$ cat src/rtl/riscv_pkg.sv
// Shared RISC-V front-end definitions: datapath width and the fetch buffer entry format.
package riscv_pkg;

    localparam int unsigned XLEN        = 32;
    localparam int unsigned INSTR_BYTES = 4;
    localparam logic [XLEN-1:0] NOP_INSTR = 32'h0000_0013;

    typedef struct packed {
        logic [XLEN-1:0] pc;
        logic [XLEN-1:0] instr;
    } fetch_entry_t;

endpackage

$ cat src/rtl/fetch_buf.sv
// Small synchronous FIFO of fetched {pc, instr} entries; flush overrides push and pop.
module fetch_buf
    import riscv_pkg::*;
#(
    parameter int unsigned DEPTH = 2
) (
    input  logic                             clk_i,
    input  logic                             rst_i,
    input  logic                             push_i,
    input  fetch_entry_t                     push_data_i,
    input  logic                             pop_i,
    input  logic                             flush_i,
    output logic                             full_o,
    output logic                             empty_o,
    output logic [$clog2(DEPTH + 1)-1:0]     count_o,
    output fetch_entry_t                     head_o
);

    localparam int unsigned PTR_W = (DEPTH > 1) ? $clog2(DEPTH) : 1;
    localparam int unsigned CNT_W = $clog2(DEPTH + 1);

    fetch_entry_t     mem_q [DEPTH];
    logic [PTR_W-1:0] wr_ptr_q, wr_ptr_d;
    logic [PTR_W-1:0] rd_ptr_q, rd_ptr_d;
    logic [CNT_W-1:0] count_q, count_d;
    logic             do_push;
    logic             do_pop;

    function automatic logic [PTR_W-1:0] ptr_inc(input logic [PTR_W-1:0] p);
        return (p == PTR_W'(DEPTH - 1)) ? '0 : p + PTR_W'(1);
    endfunction

    assign full_o  = (count_q == CNT_W'(DEPTH));
    assign empty_o = (count_q == '0);
    assign count_o = count_q;
    assign head_o  = mem_q[rd_ptr_q];

    assign do_pop  = pop_i && !flush_i && !empty_o;
    assign do_push = push_i && !flush_i && (!full_o || do_pop);

    always_comb begin
        wr_ptr_d = wr_ptr_q;
        rd_ptr_d = rd_ptr_q;
        count_d  = count_q + CNT_W'(do_push) - CNT_W'(do_pop);
        if (flush_i) begin
            wr_ptr_d = '0;
            rd_ptr_d = '0;
            count_d  = '0;
        end else begin
            if (do_push) wr_ptr_d = ptr_inc(wr_ptr_q);
            if (do_pop)  rd_ptr_d = ptr_inc(rd_ptr_q);
        end
    end

    always_ff @(posedge clk_i) begin
        if (rst_i) begin
            for (int unsigned i = 0; i < DEPTH; i++) mem_q[i] <= '0;
            wr_ptr_q <= '0;
            rd_ptr_q <= '0;
            count_q  <= '0;
        end else begin
            if (do_push) mem_q[wr_ptr_q] <= push_data_i;
            wr_ptr_q <= wr_ptr_d;
            rd_ptr_q <= rd_ptr_d;
            count_q  <= count_d;
        end
    end

endmodule

$ cat src/rtl/fetch_unit.sv
// Instruction fetch stage: credit-limited sequential word requests, in-order response
// buffering toward decode, and redirect handling that drops stale in-flight responses.
module fetch_unit
    import riscv_pkg::*;
#(
    parameter logic [XLEN-1:0] RESET_PC  = 32'h0000_0000,
    parameter int unsigned     BUF_DEPTH = 2
) (
    input  logic            clk_i,
    input  logic            rst_i,
    output logic            imem_req_v_o,
    input  logic            imem_req_ready_i,
    output logic [XLEN-1:0] imem_req_addr_o,
    input  logic            imem_rsp_v_i,
    input  logic [XLEN-1:0] imem_rsp_data_i,
    input  logic            redirect_v_i,
    input  logic [XLEN-1:0] redirect_pc_i,
    output logic            instr_v_o,
    output logic [XLEN-1:0] instr_o,
    output logic [XLEN-1:0] pc_o,
    input  logic            decode_ready_i
);

    localparam int unsigned CNT_W = $clog2(BUF_DEPTH + 1);
    localparam int unsigned SUM_W = CNT_W + 1;

    logic [XLEN-1:0]  fetch_pc_q, fetch_pc_d;
    logic [XLEN-1:0]  rsp_pc_q, rsp_pc_d;
    logic [CNT_W-1:0] outstanding_q, outstanding_d;
    logic [CNT_W-1:0] drop_q, drop_d;
    logic [CNT_W-1:0] buf_count;
    logic [XLEN-1:0]  redirect_pc_aligned;
    logic             has_credit;
    logic             req_fire;
    logic             buf_push;
    logic             buf_pop;
    logic             buf_full;
    logic             buf_empty;
    fetch_entry_t     push_entry;
    fetch_entry_t     head_entry;
    logic             unused_redirect_lo;

    assign redirect_pc_aligned = {redirect_pc_i[XLEN-1:2], 2'b00};
    assign unused_redirect_lo  = ^redirect_pc_i[1:0];

    // Credits count both in-flight and buffered words so a response always has a free slot.
    assign has_credit      = (SUM_W'(outstanding_q) + SUM_W'(buf_count)) < SUM_W'(BUF_DEPTH);
    assign imem_req_v_o    = !rst_i && !redirect_v_i && has_credit;
    assign imem_req_addr_o = fetch_pc_q;
    assign req_fire        = imem_req_v_o && imem_req_ready_i;

    assign buf_push   = imem_rsp_v_i && (drop_q == '0) && !redirect_v_i;
    assign buf_pop    = instr_v_o && decode_ready_i && !redirect_v_i;
    assign push_entry = '{pc: rsp_pc_q, instr: imem_rsp_data_i};

    assign instr_v_o = !buf_empty;
    assign instr_o   = head_entry.instr;
    assign pc_o      = head_entry.pc;

    fetch_buf #(
        .DEPTH (BUF_DEPTH)
    ) u_fetch_buf (
        .clk_i       (clk_i),
        .rst_i       (rst_i),
        .push_i      (buf_push),
        .push_data_i (push_entry),
        .pop_i       (buf_pop),
        .flush_i     (redirect_v_i),
        .full_o      (buf_full),
        .empty_o     (buf_empty),
        .count_o     (buf_count),
        .head_o      (head_entry)
    );

    always_comb begin
        fetch_pc_d    = fetch_pc_q;
        rsp_pc_d      = rsp_pc_q;
        drop_d        = drop_q;
        outstanding_d = outstanding_q + CNT_W'(req_fire) - CNT_W'(imem_rsp_v_i);
        if (redirect_v_i) begin
            // Every request still in flight is stale, minus the one answered right now.
            fetch_pc_d = redirect_pc_aligned;
            rsp_pc_d   = redirect_pc_aligned;
            drop_d     = outstanding_q - CNT_W'(imem_rsp_v_i);
        end else begin
            if (req_fire) fetch_pc_d = fetch_pc_q + XLEN'(INSTR_BYTES);
            if (imem_rsp_v_i) begin
                if (drop_q != '0) drop_d   = drop_q - CNT_W'(1);
                else              rsp_pc_d = rsp_pc_q + XLEN'(INSTR_BYTES);
            end
        end
    end

    always_ff @(posedge clk_i) begin
        if (rst_i) begin
            fetch_pc_q    <= RESET_PC;
            rsp_pc_q      <= RESET_PC;
            outstanding_q <= '0;
            drop_q        <= '0;
        end else begin
            fetch_pc_q    <= fetch_pc_d;
            rsp_pc_q      <= rsp_pc_d;
            outstanding_q <= outstanding_d;
            drop_q        <= drop_d;
        end
    end

    always_ff @(posedge clk_i) begin
        if (!rst_i) begin
            assert (!(imem_rsp_v_i && (outstanding_q == '0)))
                else $error("fetch_unit: response with no outstanding request");
            assert (!(buf_push && buf_full))
                else $error("fetch_unit: push into full instruction buffer");
        end
    end

endmodule

$ cat config.mk
export PLATFORM = sky130hd
export DESIGN_NAME = fetch_unit
export DESIGN_NICKNAME = d
export VERILOG_FILES = /design/src/rtl/riscv_pkg.sv /design/src/rtl/fetch_buf.sv /design/src/rtl/fetch_unit.sv
export SDC_FILE = /design/constraint.sdc
export NUM_CORES = 1
export LEC_CHECK = 0
export BUFFER_PORTS_ARGS = -buffer_cell sky130_fd_sc_hd__buf_2
export CAP_MARGIN = 0
export CORE_ASPECT_RATIO = 1.1
export CORE_UTILIZATION = 38
export DETAILED_ROUTE_END_ITERATION = 8
export GPL_ROUTABILITY_DRIVEN = 0
export GPL_TIMING_DRIVEN = 0
export HOLD_SLACK_MARGIN = 0.02
export PLACE_DENSITY = 0.58
export SETUP_SLACK_MARGIN = 0.15
export SLEW_MARGIN = 20
export SYNTH_ARGS = -nofsm -noshare
export SYNTH_HDL_FRONTEND = slang
export SYNTH_HIERARCHICAL = 1
export SYNTH_SLANG_ARGS = --single-unit
$ cat constraint.sdc
create_clock -name clk_i -period 6.4 [get_ports clk_i]
set_clock_uncertainty 0.05 [all_clocks]
set_input_delay 1.28 -clock clk_i [delete_from_list [all_inputs] [get_ports clk_i]]
set_output_delay 1.28 -clock clk_i [all_outputs]
set_load 0.02 [all_outputs]
* Yosys cells after proc, flatten, opt, wreduce, memory -nomap -nowiden
Memories as Yosys holds them, arrays and structs flattened. A register that Yosys moved wholly into a read port is not among the register bits.
Cells that the tools add are included.
** Word-level totals
- Register bits :: 72
- Bits in writable memories :: 128
- Input bits :: 70
- Word-level logic and storage cells :: 72
- Memories :: 1
** Memory list
- u_fetch_buf.mem_q :: depth 2, width 64, rd ports 1, clocked after Yosys merged registers in 1, wr ports 2, RTL line fetch_buf.sv:22 : fetch_entry_t mem_q [DEPTH];
** Operators by class
- Add/sub/neg operators :: 11
- Order comparisons :: 1
- Equal/unequal tests :: 2
- Muxes and demuxes :: 20
- Bitwise operators :: 1
- Reductions and logical operators :: 27
** Operator list (number)
- 32-bit 2-to-1 mux :: 5
- 32-bit by 3-bit adder with 32-bit output (second input constant) :: 2
- 64-bit 2-to-1 mux :: 1
- 64-bit OR reduction :: 1
- 1-bit logical AND :: 11
- 1-bit 2-to-1 mux :: 11
- 2-bit nonzero test :: 4
- 2-bit 2-to-1 mux :: 3
- 2-bit AND reduction :: 3
- 2-bit by 1-bit subtractor with 2-bit output :: 3
- 2-bit by 1-bit adder with 2-bit output :: 2
- 1-bit zero test :: 4
- 2-bit zero test :: 2
- 2-bit by 2-bit adder with 3-bit output :: 1
- 3-bit by 2-bit < comparator with 1-bit output (second input constant) :: 1
- 1-bit adder (second input constant) :: 2
- 2-bit == test (second input constant) :: 1
- 2-bit inequality test (second input constant) :: 1
- 2-bit OR reduction :: 1
- 2-bit by 1-bit subtractor with 2-bit output (second input constant) :: 1
- 1-bit logical OR :: 1
- 1-bit NOT :: 1

* Logic depth before layout (Yosys ltp)
- Depth in word-level cells :: 13
- Mapped depth :: 13
- Mapped depth without buffers :: 11

* Cells and area by module
The synthesis kept the hierarchy.
** By module, submodules not included
- fetch_buf :: instances 1, cells each 444, area an instance 5889.4 µm²
- fetch_unit :: instances 1, cells each 455, area an instance 3664.8 µm²

* Worst setup path before layout
No wires, ideal clock.
- Path kind :: input to register
- Start :: input port redirect_v_i
- End :: memory u_fetch_buf/mem_q[1][0] (netlist bit) (enable)
- Arrival :: 4499 ps
- Path slack :: 1418 ps
- Stages :: 9
- Path buffers :: 4
- Cells stage by stage :: buf_6 > clkinv_1 > clkbuf_1 > clkbuf_1 > and3_1 > nor3b_1 > or4b_1 > buf_6 > nand2b_1
** RTL lines
- start, declared :: RTL line fetch_unit.sv:16 : input logic redirect_v_i,
- end, declared :: RTL line fetch_buf.sv:22

==> flow_metrics.py <==
metrics = {
    "run_status": {
        "outcome": "finished, final reports clean",
    },
    "grt": {
        "grt.total_usage_pct": 19.5,
        "grt_pass1_vias": 7070,
        "grt_pass1_wl_um": 38900,
        "grt_start_max_net_pins": 50,
        "antenna_found_initial": 0,
        "grt.overflow.total": 0,
    },
    "cts": {
        "cts_tree": "done",
        "post_cts_buffers": 0,
        "cts_sinks": 197,
        "htreeDepth": 4,
        "root_buffer": "clkbuf_16",
        "cts_hold_buffers": 0,
        "clock_latency_ns": 0.43,
        "cts_resized": 0,
        "numCtsBuffers": 17,
        "path_clk_slew_ns": 0.07,
        "clock_path_buffers": 2,
    },
    "drt": {
        "drt_iter0_drc": 371,
        "avgViaCountPerCell": 5.15,
        "wl_um": 24900,
        "vias": 7254,
        "drt_pass1_iterations": 7,
        "drc": 0,
        "final_antenna_net_count": 0,
        "wl_per_cell_um": 17.7,
    },
    "final_layout": {
        "register_area_mm2": 0.00523,
        "drive_above_1_share_pct": 26.8,
        "multi_input_area_mm2": 0.00397,
        "nFillCells": 2346,
        "synthToLayoutAreaGrowth_pct": 19.8,
        "antennaDiodeCount": 0,
        "final_cell_area_mm2": 0.0114,
        "layout.nets": 1163,
        "fin_util_pct": 46.6,
    },
    "min_path": {
        "worstHoldPathType": "reg -> reg",
    },
    "logic_synthesis": {
        "yosys_warnings": 6,
        "synthCells": 898,
        "avgSynthCellArea_um2": 10.6,
        "syn_area_mm2": 0.00955,
    },
    "floorplanning": {
        "core_area_mm2": 0.0245,
        "row_count": 60,
        "dieHeight_um": 168,
        "start_util_pct": 38.9,
        "die_w_um": 153,
        "io_pins": 168,
        "dieArea_mm2": 0.0258,
    },
    "power_and_ir_drop": {
        "p_leak_nw": 4.35,
        "power_mw": 2.90,
        "ir_drop_mv": 0.161,
        "power_density_mw_per_mm2": 253,
    },
    "worst_setup_path": {
        "critPathRequiredTime_ns": 6.46,
        "path_max_fanout": 44,
        "cp-end-kind": "flip-flop",
        "r2r_setup_slack_ns": 2.97,
        "cp-start-kind": "input pin",
        "crit_arrival_ns": 4.51,
        "path_class": "in -> reg",
    },
    "sta": {
        "tightest_slew_ns": 0.677,
        "rsz0062_at_grt": "no",
        "hold_violations": 0,
        "post-route-period-util_pct": 69.5,
        "finalMaxSlewViolations": 0,
        "setup_viol": 0,
        "fmax_mhz": 225,
        "fin_tns_setup_ns": 0,
        "relSlewSlack_pct": 54.9,
        "min_period_ns": 4.45,
    },
    "job": {
        "drv_cap": 0,
    },
    "placed_design": {
        "dp_hpwl_um": 17700,
        "port_buffers": 163,
        "dpl_cell_area_mm2": 0.0108,
    },
}
[layout make-up]
cell class	instances	area share [%]
Multi-Input combinational cell	628	34.7
Clock buffer	18	3.75
Inverter	19	0.646
Sequential cell	197	45.7
Tap cell	310	3.39
Timing Repair Buffer	165	7.61
Clock inverter	14	1.52
Buffer	57	2.65
[worst paths after layout]
path,from,endpoint,cells after the start
worst max register to register,u_fetch_buf/count_o[0],outstanding_q[1],13
worst max-delay path,redirect_v_i,u_fetch_buf/mem_q[1][53],11
worst min register to register,u_fetch_buf/wr_ptr_q,u_fetch_buf/wr_ptr_q,2
worst min-delay path,u_fetch_buf/wr_ptr_q,u_fetch_buf/wr_ptr_q,2
[report_power, final]
part           internal [mW]  switching (mW)
clock network          0.596           0.510
logic                  0.127           0.200
registers               1.42          0.0480
total                   2.14           0.758
[per-layer routing]
layer | vias up | part of all wire, % | routed length, µm | GRT usage (%)
li1 | 3545 | - | - | -
met1 | 3451 | 46 | 11500 | 26.7
met2 | 240 | 47 | 11700 | 31.6
met3 | 18 | 5.7 | 1410 | 3.50
met4 | 0 | 1.1 | 267 | 5.23
met5 | - | 0 | 0 | 0
[stage by stage]
stage | cells | hold WS (ns) | setup WS [ns]
6_report | 1408 | 0.451 | 1.95
5_1_grt | 1408 | 0.488 | 1.72
4_1_cts | 1408 | 0.457 | 1.98
3_5_place_dp | 1376 | 0.447 | 1.53
3_3_place_gp | 1374 | 0.427 | -0.346
2_1_floorplan | 901 | 0.417 | 1.42
[cell usage in the layout (no fill, tap or decap), drive strengths merged, types with 6 or more instances in the layout]
| cell | n |
|---|---|
| and3 | 14 |
| nor2 | 160 |
| mux2i | 6 |
| a211oi | 10 |
| nor4 | 14 |
| nand4 | 20 |
| nand2 | 50 |
| or3 | 8 |
| and4 | 10 |
| xor2 | 6 |
| a21oi | 32 |
| edfxtp | 128 |
| a21boi | 16 |
| nor3 | 22 |
| nand3 | 13 |
| a31oi | 9 |
| clkbuf | 48 |
| o22ai | 9 |
| dfxtp | 69 |
| inv | 28 |
| xnor2 | 39 |
| ha | 7 |
| nand2b | 67 |
| and2 | 8 |
| o21ai | 6 |
| buf | 192 |
| mux2 | 66 |
[registers in the layout, summed over array words and instances, names as in the netlist, named ones only]
register / count
u_fetch_buf/mem_q: 128
imem_req_addr_o: 30
rsp_pc_q: 30
drop_q: 2
outstanding_q: 2
u_fetch_buf/count_o: 2
u_fetch_buf/rd_ptr_q: 1
u_fetch_buf/wr_ptr_q: 1
[critical path: stages]
cell and delay, ns:
buf_2 0.16, buf_6 0.16, clkinv_1 0.18, clkbuf_1 0.42
clkbuf_1 0.50, and3_1 0.33, nor3b_1 0.10, or4b_1 0.54
buf_6 0.20, nand2b_4 0.29, buf_16 0.28
(Power assumes the default switching activity.)
